`config.mk`:
```
export PLATFORM = sky130hd
export DESIGN_NAME = counter_mod_n
export DESIGN_NICKNAME = d
export VERILOG_FILES = /design/src/rtl/counter_mod_pkg.sv /design/src/rtl/counter_mod_step.sv /design/src/rtl/counter_mod_n.sv
export SDC_FILE = /design/constraint.sdc
export NUM_CORES = 1
export LEC_CHECK = 0
export CAP_MARGIN = 25
export CELL_PAD_IN_SITES_DETAIL_PLACEMENT = 0
export CELL_PAD_IN_SITES_GLOBAL_PLACEMENT = 1
export CORE_AREA = 2 2 80 82
export DETAILED_ROUTE_END_ITERATION = 6
export DIE_AREA = 0 0 82 84
export DONT_BUFFER_PORTS = 1
export GPL_ROUTABILITY_DRIVEN = 0
export PLACE_DENSITY_LB_ADDON = 0.1
export SYNTH_ARGS = -nofsm -noshare
export SYNTH_HDL_FRONTEND = slang
export SYNTH_HIERARCHICAL = 1
export SYNTH_SLANG_ARGS = --single-unit
```
`constraint.sdc`:
```
create_clock -name i_clk -period 3.3 [get_ports i_clk]
set_input_delay 0.825 -clock i_clk [delete_from_list [all_inputs] [get_ports i_clk]]
set_output_delay 0.825 -clock i_clk [all_outputs]
set_load 0.01 [all_outputs]
```
`src/rtl/counter_mod_pkg.sv`:
```
// Shared encodings for the modulo-M counter: count modes and FSM states.
// Used by counter_mod_n and counter_mod_step.
package counter_mod_pkg;

  // 2'b11 is reserved and treated as wrap wherever a mode is decoded.
  typedef enum logic [1:0] {
    MODE_WRAP    = 2'b00,
    MODE_SAT     = 2'b01,
    MODE_ONESHOT = 2'b10,
    MODE_RSVD    = 2'b11
  } mode_t;

  typedef enum logic {
    ST_RUN  = 1'b0,
    ST_HALT = 1'b1
  } state_t;

endpackage

```
`src/rtl/counter_mod_step.sv`:
```
// Combinational next-count for one enabled step of the modulo-M counter.
// M arrives WIDTH+1 bits wide so that 2^WIDTH is representable.
module counter_mod_step
  import counter_mod_pkg::*;
#(
  parameter int WIDTH = 8,
  parameter int STEP  = 1
) (
  input  logic [WIDTH-1:0] count,
  input  logic [WIDTH:0]   m,
  input  logic             up,
  input  mode_t            mode,
  output logic [WIDTH-1:0] next_count,
  output logic             boundary
);

  localparam logic [WIDTH:0] STEP_W = (WIDTH+1)'(STEP);

  logic [WIDTH:0] count_w;
  logic [WIDTH:0] sum;
  logic           clamp;

  assign count_w = {1'b0, count};
  assign sum     = count_w + STEP_W;
  assign clamp   = (mode == MODE_SAT) || (mode == MODE_ONESHOT);

  always_comb begin
    next_count = count;
    boundary   = 1'b0;
    if (up) begin
      boundary = (sum >= m);
      if (!boundary)
        next_count = WIDTH'(sum);
      else if (clamp)
        next_count = WIDTH'(m - 1'b1);
      else
        next_count = WIDTH'(sum - m);
    end else begin
      boundary = (count_w < STEP_W);
      if (!boundary)
        next_count = WIDTH'(count_w - STEP_W);
      else if (clamp)
        next_count = '0;
      else
        next_count = WIDTH'(count_w + m - STEP_W);
    end
  end

endmodule

```
`src/rtl/counter_mod_n.sv`:
```
// Modulo-M up/down counter with wrap/saturate/one-shot modes, tc strobe and done flag.
// Optional snapshot register enabled by defining COUNTER_MOD_N_CAPTURE_EN.
module counter_mod_n
  import counter_mod_pkg::*;
#(
  parameter int WIDTH     = 8,
  parameter int STEP      = 1,
  parameter int MOD_RESET = 0
) (
  input  logic             i_clk,
  input  logic             i_rst_n,
  input  logic             i_en,
  input  logic             i_clr,
  input  logic             i_ld,
  input  logic             i_up,
  input  logic [1:0]       i_mode,
  input  logic [WIDTH-1:0] i_mod,
  input  logic [WIDTH-1:0] i_data,
  output logic [WIDTH-1:0] o_data,
  output logic             o_tc,
`ifdef COUNTER_MOD_N_CAPTURE_EN
  input  logic             i_cap,
  output logic [WIDTH-1:0] o_cap,
`endif
  output logic             o_done
);

  localparam logic [WIDTH:0] FULL_RANGE = {1'b1, {WIDTH{1'b0}}};

  logic [WIDTH-1:0] r_mod;
  state_t           state;
  mode_t            mode;
  logic [WIDTH:0]   m_eff;
  logic [WIDTH:0]   m_new;
  logic [WIDTH-1:0] ld_val;
  logic [WIDTH-1:0] step_next;
  logic             step_boundary;

  assign mode  = mode_t'(i_mode);
  assign m_eff = (r_mod == '0) ? FULL_RANGE : {1'b0, r_mod};
  assign m_new = (i_mod == '0) ? FULL_RANGE : {1'b0, i_mod};

  // Load compares against the modulus being captured on the same edge.
  assign ld_val = ({1'b0, i_data} < m_new) ? i_data : WIDTH'(m_new - 1'b1);

  counter_mod_step #(
    .WIDTH (WIDTH),
    .STEP  (STEP)
  ) u_step (
    .count      (o_data),
    .m          (m_eff),
    .up         (i_up),
    .mode       (mode),
    .next_count (step_next),
    .boundary   (step_boundary)
  );

  always_ff @(posedge i_clk or negedge i_rst_n) begin
    if (!i_rst_n) begin
      r_mod  <= WIDTH'(MOD_RESET);
      o_data <= '0;
      o_tc   <= 1'b0;
      o_done <= 1'b0;
      state  <= ST_RUN;
    end else if (i_clr) begin
      r_mod  <= i_mod;
      o_data <= '0;
      o_tc   <= 1'b0;
      o_done <= 1'b0;
      state  <= ST_RUN;
    end else if (i_ld) begin
      r_mod  <= i_mod;
      o_data <= ld_val;
      o_tc   <= 1'b0;
      o_done <= 1'b0;
      state  <= ST_RUN;
    end else if (i_en && (state == ST_RUN)) begin
      o_data <= step_next;
      o_tc   <= step_boundary;
      if (step_boundary && (mode == MODE_ONESHOT)) begin
        state  <= ST_HALT;
        o_done <= 1'b1;
      end
    end else begin
      o_tc <= 1'b0;
    end
  end

`ifdef COUNTER_MOD_N_CAPTURE_EN
  // Snapshot sees the count visible this cycle, regardless of enable or HALT.
  always_ff @(posedge i_clk or negedge i_rst_n) begin
    if (!i_rst_n)
      o_cap <= '0;
    else if (i_cap)
      o_cap <= o_data;
  end
`endif

endmodule

```
* Word-level counts from Yosys, hierarchy flattened
Index checks and enable logic that the tools add are counted. W data, S select, Z words.
Operators by class: add/sub/neg operators 7, multiply operators 0, divide/modulo/power cells 0, $lt $le $gt $ge 3, eq/ne operators 2, shift operators 0, mux-type cells 21, bitwise operators 1, reduce and logical (&&, ||, !) cells 9
Operator list (count):
- $mux W8 | 11
- $sub A8 B1 Y8 const B | 4
- $mux W9 | 2
- $logic_not A8 Y1 | 2
- $add A8 B1 Y9 const B | 1
- $ge A9 B9 Y1 | 1
- $lt A8 B9 Y1 | 1
- $add A8 B8 Y8 | 1
- $lt A8 B1 Y1 const B | 1
- $mux W1 | 8
- $sub A8 B8 Y8 | 1
- $reduce_bool A3 Y1 | 2
- $eq A2 B1 Y1 const B | 1
- $eq A2 B2 Y1 const B | 1
- $logic_and A1 B1 Y1 | 2
- $reduce_and A2 Y1 | 1
- $reduce_bool A2 Y1 | 1
- $logic_or A1 B1 Y1 | 1
- $not A1 Y1 | 1
Storage, ports and cells: register bits 18, bits in latches 0, memory bits (writable) 0, bits in read-only memories 0, input bits 24, word-level logic and storage cells 47, memories kept 0

* Depth between registers and ports, before layout
depth in word-level cells 10, gate-level depth with buffers 17, gate-level depth less buffers 16

* By module
The synthesis kept the hierarchy.
Modules (own cells, without submodules):
- counter_mod_step | times used 1, cells an instance 212, area an instance 1455.1 um^2
- counter_mod_n | times used 1, cells an instance 162, area an instance 1358.8 um^2

* Worst setup path before layout
Ideal clock, no wire load.
path kind register to register, from reg o_data[0], to reg o_data[7], setup time 0.067 ns, arrival 2.976 ns, setup slack 0.257 ns, cell stages (with the launch flop) 16, buffers on the path 0, path through dfrtp_1 ha_1 nand3_1 nor2_1 xnor2_1 ha_1 a21o_1 a21oi_1 nand4_1 a31oi_1 a311oi_1 a221oi_2 nand2_1 a31oi_1 o31a_2 o311a_1
Between the ends: cells in the longest elaborated chain, start to end 8, elaborated cells on any way between the ends 15, those cells by class add/sub (5); order compare (2); mux (8)
Ends and longest elaborated chain:
- start, declared | RTL line counter_mod_n.sv:19 | output logic [WIDTH-1:0] o_data,
- start signal, assigned | RTL line counter_mod_n.sv:73 | o_data <= ld_val;
- start signal, assigned | RTL line counter_mod_n.sv:78 | o_data <= step_next;
- $add A8 B8 Y8 or $add A8 B1 Y9 (tied branches) | RTL line counter_mod_step.sv:45, counter_mod_step.sv:24
- $sub A8 B1 Y8 or $sub A8 B8 Y8 (tied branches) | RTL line counter_mod_step.sv:45, counter_mod_step.sv:37
- $mux W8 (on tied branches) | RTL line counter_mod_step.sv:42, counter_mod_step.sv:34
- $mux W8 (on tied branches) | RTL line counter_mod_step.sv:40, counter_mod_step.sv:32
- $mux W8 (*) | RTL line counter_mod_step.sv:30 | if (up) begin
- via step_next[7] | RTL line counter_mod_n.sv:36 | logic [WIDTH-1:0] step_next;
- $mux W8 (*) | RTL line counter_mod_n.sv:77 | end else if (i_en && (state == ST_RUN)) begin
- $mux W8 (*) | RTL line counter_mod_n.sv:71 | end else if (i_ld) begin
- $mux W8 (*) | RTL line counter_mod_n.sv:65 | end else if (i_clr) begin
The timed path passes the listed nets; every way through them passes the cells marked *. The select of a mux whose other input is x is not followed. A chain may end at the register's enable or synchronous reset.

* Worst setup path in the final report
from reg o_data[0], to reg o_data[6]
Same word-level chain as after synthesis.

==> reports/qor.txt <==
status - finished, final reports clean
Post-Synthesis Cells - 374
Initial Utilization - 46.2%
most common cell after layout, fill and taps aside - inv_1
Crit Path Class - register to register
first-pass GRT wire length - 13.3 mm
Overall Power - 1.27 mW
Slew headroom - 46.4%
Initial DRC Count - 152
simple-gate share of the synthesized area - 23.4%
final setup violating endpoints - 0
minimum clock period - 3.13 ns
# IOs - 34
Power Density - 380 mW/mm^2
Syn-to-layout area delta - 18.7%
fin nets - 452
RSZ-0062 raised after global routing - yes
die height - 84 um
top post-synthesis cells by area - dfrtp_1 (16%), ha_1 (15%), xnor2_1 (7.2%), inv_1 (5.6%), nand2_1 (4.7%)
Syn Nets - 433
DR DRC count - 0
synthesized area - 0.00281 mm^2
multiplexer share of the synthesized area - 2.49%
cts bufs inserted - 3
Seq cells post-synth - 18
vias - 2718
CTS clk-pin slew, worst paths - 0.07 ns
Worst Path Max Fanout - 4
Slew Viols, Final - 0
post-synthesis compound-gate area fraction - 22.9%
layout cells sized above 1 - 22.7%
largest family of logic cells by synthesized area - simple AND/OR/NAND/NOR gates
Synth Area in Adders - 16.1%
Crit. End Element - register
Avg WL per Cell - 17.7 um
Clock Skew - 0.00377 ns
H-Tree Depth - 1
Die Span X - 82 um
I/O Buffers - 0
Worst EP required - 3.47 ns
placed inst area - 0.00299 mm^2
Min-Delay Path Class - input pin to asynchronous set/reset pin
CTS Sinks - 18
post-DR vias/cell - 5.80
Final period util - 94.8%
CTS tree - built
post-synth top area cell - dfrtp_1
cell area after layout - 0.00334 mm^2
Seq/Total Area, Yosys - 16.0%
Synth top area share - 16.0%
Crit path arrival time - 3.30 ns
floorplan row count - 29
Synth Area in XOR/XNOR - 9.29%
# Max-Cap Violations - 0
synth warn - 6
peak supply drop - 0.250 mV
f_max - 0.319 GHz
CTS root buf - clkbuf_8
pin slew with the least headroom to its limit - 0.802 ns
Routed Antenna Nets - 0
# hold bufs at CTS - 0
commonest non-fill, non-tap cells in the layout - inv_1 (40), nand2_1 (35), nor2_1 (31), buf_4 (31), ha_1 (28)
1st-pass router iterations - 4
Hold Violations, Final - 0
Clock Path Buffers - 2
Hold WS - 0.255 ns
Die ar. - 0.00689 mm^2
Routed WL - 8.28 mm
gr ovfl total - 0
antenna violations before repair - 0
largest net degree at the start of global routing - 19
Clock Latency Late Sink - 0.26 ns
Pleak - 1.49 nW
ant diodes - 0
DPL Wire Length - 6.81 mm
core area - 0.00610 mm^2
Worst setup SP type - register
syn avg cell area - 7.52 um^2
Synth cell types - 53
Global Route Usage Sum - 25.0%
vias in the first global route - 2650
## metrics by stage
step,std cells,utilization [%],TNS (ns),setup WS (ns)
after CTS,462,50.3,0,0.00182
after floorplan,374,-,0,0.257
after global routing,469,54.8,-0.0534,-0.0370
after detailed placement,455,49.0,-0.0583,-0.0539
after global placement,455,49.0,-0.0784,-0.0784
final,469,54.8,0,0.170
## cells in the mapped netlist, drive strengths merged
| cell type | count |
|---|---|
| or4b | 1 |
| o31ai | 1 |
| nand3 | 17 |
| fa | 2 |
| buf | 5 |
| a211o | 2 |
| or4 | 3 |
| nand2b | 8 |
| and3 | 4 |
| o21bai | 3 |
| xor2 | 5 |
| or3 | 5 |
| nor3 | 10 |
| o21ai | 30 |
| inv | 42 |
| o311ai | 2 |
| nor2b | 2 |
| a211oi | 4 |
| o32ai | 1 |
| dfrtp | 18 |
| a21o | 6 |
| clkbuf | 17 |
| o22ai | 3 |
| o31a | 1 |
| xnor2 | 24 |
| ha | 33 |
| a21boi | 1 |
| a41oi | 3 |
| nand2 | 35 |
| o311a | 2 |
| o21a | 1 |
| nor2 | 32 |
| a31oi | 13 |
| o211ai | 1 |
| nor4 | 5 |
| nand4 | 3 |
| a311oi | 4 |
| a221oi | 2 |
| mux2i | 7 |
| a2111oi | 2 |
| or2 | 2 |
| a21oi | 12 |
## final timing paths
check | start | end | slack, ns | cells past startpoint
max | o_data[0] | o_data[6] | 0.17 | 14
min | i_rst_n | r_mod[4] | 0.26 | 0
max reg2reg | o_data[0] | o_data[6] | 0.17 | 14
min reg2reg | r_mod[5] | r_mod[5] | 0.58 | 2
max in group asynchronous | i_rst_n | o_data[0] | 2.96 | 0
min in group i_clk | r_mod[5] | r_mod[5] | 0.58 | 2
## layer usage
metal / vias to the layer above / wire, um / track usage (%)
li1: 1365 / - / -
met1: 1257 / 3540 / 33.2
met2: 82 / 4130 / 42.0
met3: 14 / 427 / 2.27
met4: 0 / 184 / 7.73
met5: - / 0 / 0
## final cells by class
class / instances / area, um^2
Fill cell: 591 / 2760
Multi-Input combinational cell: 292 / 2280
Sequential cell: 18 / 455
Timing Repair Buffer: 36 / 289
Inverter: 42 / 163
Tap cell: 77 / 96.3
Clock buffer: 4 / 55.1
## registers in the layout, indices dropped and copies added, names as in the netlist
register	count
o_data	8
r_mod	8
o_tc	1
state	1
## timing repair
action                                 CTS  global route
buffers inserted                         3             7
setup endpoints to repair                2             8
pin swaps                                1            25
endpoints found under the hold margin    0             0
gates resized for setup                  1            48
## worst max-delay path, cell delays in order (launching register included)
cell,delay [ns]
dfrtp_2,0.44
buf_6,0.14
inv_2,0.09
ha_4,0.23
fa_2,0.36
a211oi_2,0.27
o21bai_1,0.11
mux2i_1,0.14
a2111oi_2,0.34
a2111oi_2,0.11
a211oi_2,0.25
nand2_1,0.07
a31oi_1,0.19
o311ai_1,0.12
a41oi_1,0.18
## cells by family (layout without fill, tap and decap cells)
kind of cell             after synthesis  in the layout
buffers and inverters                 64             82
XOR/XNOR                              29             29
adder cells (fa/ha/maj)               35             35
flip-flops                            18             18
multiplexers                           7              7
AO/OA/AOI/OAI                         94             94
AND/OR/NAND/NOR                      127            127
## where the power goes
group | internal, mW | switching, mW
logic | 0.381 | 0.442
clock network | 0.106 | 0.0746
registers | 0.241 | 0.0259
(Power assumes the default switching activity.)
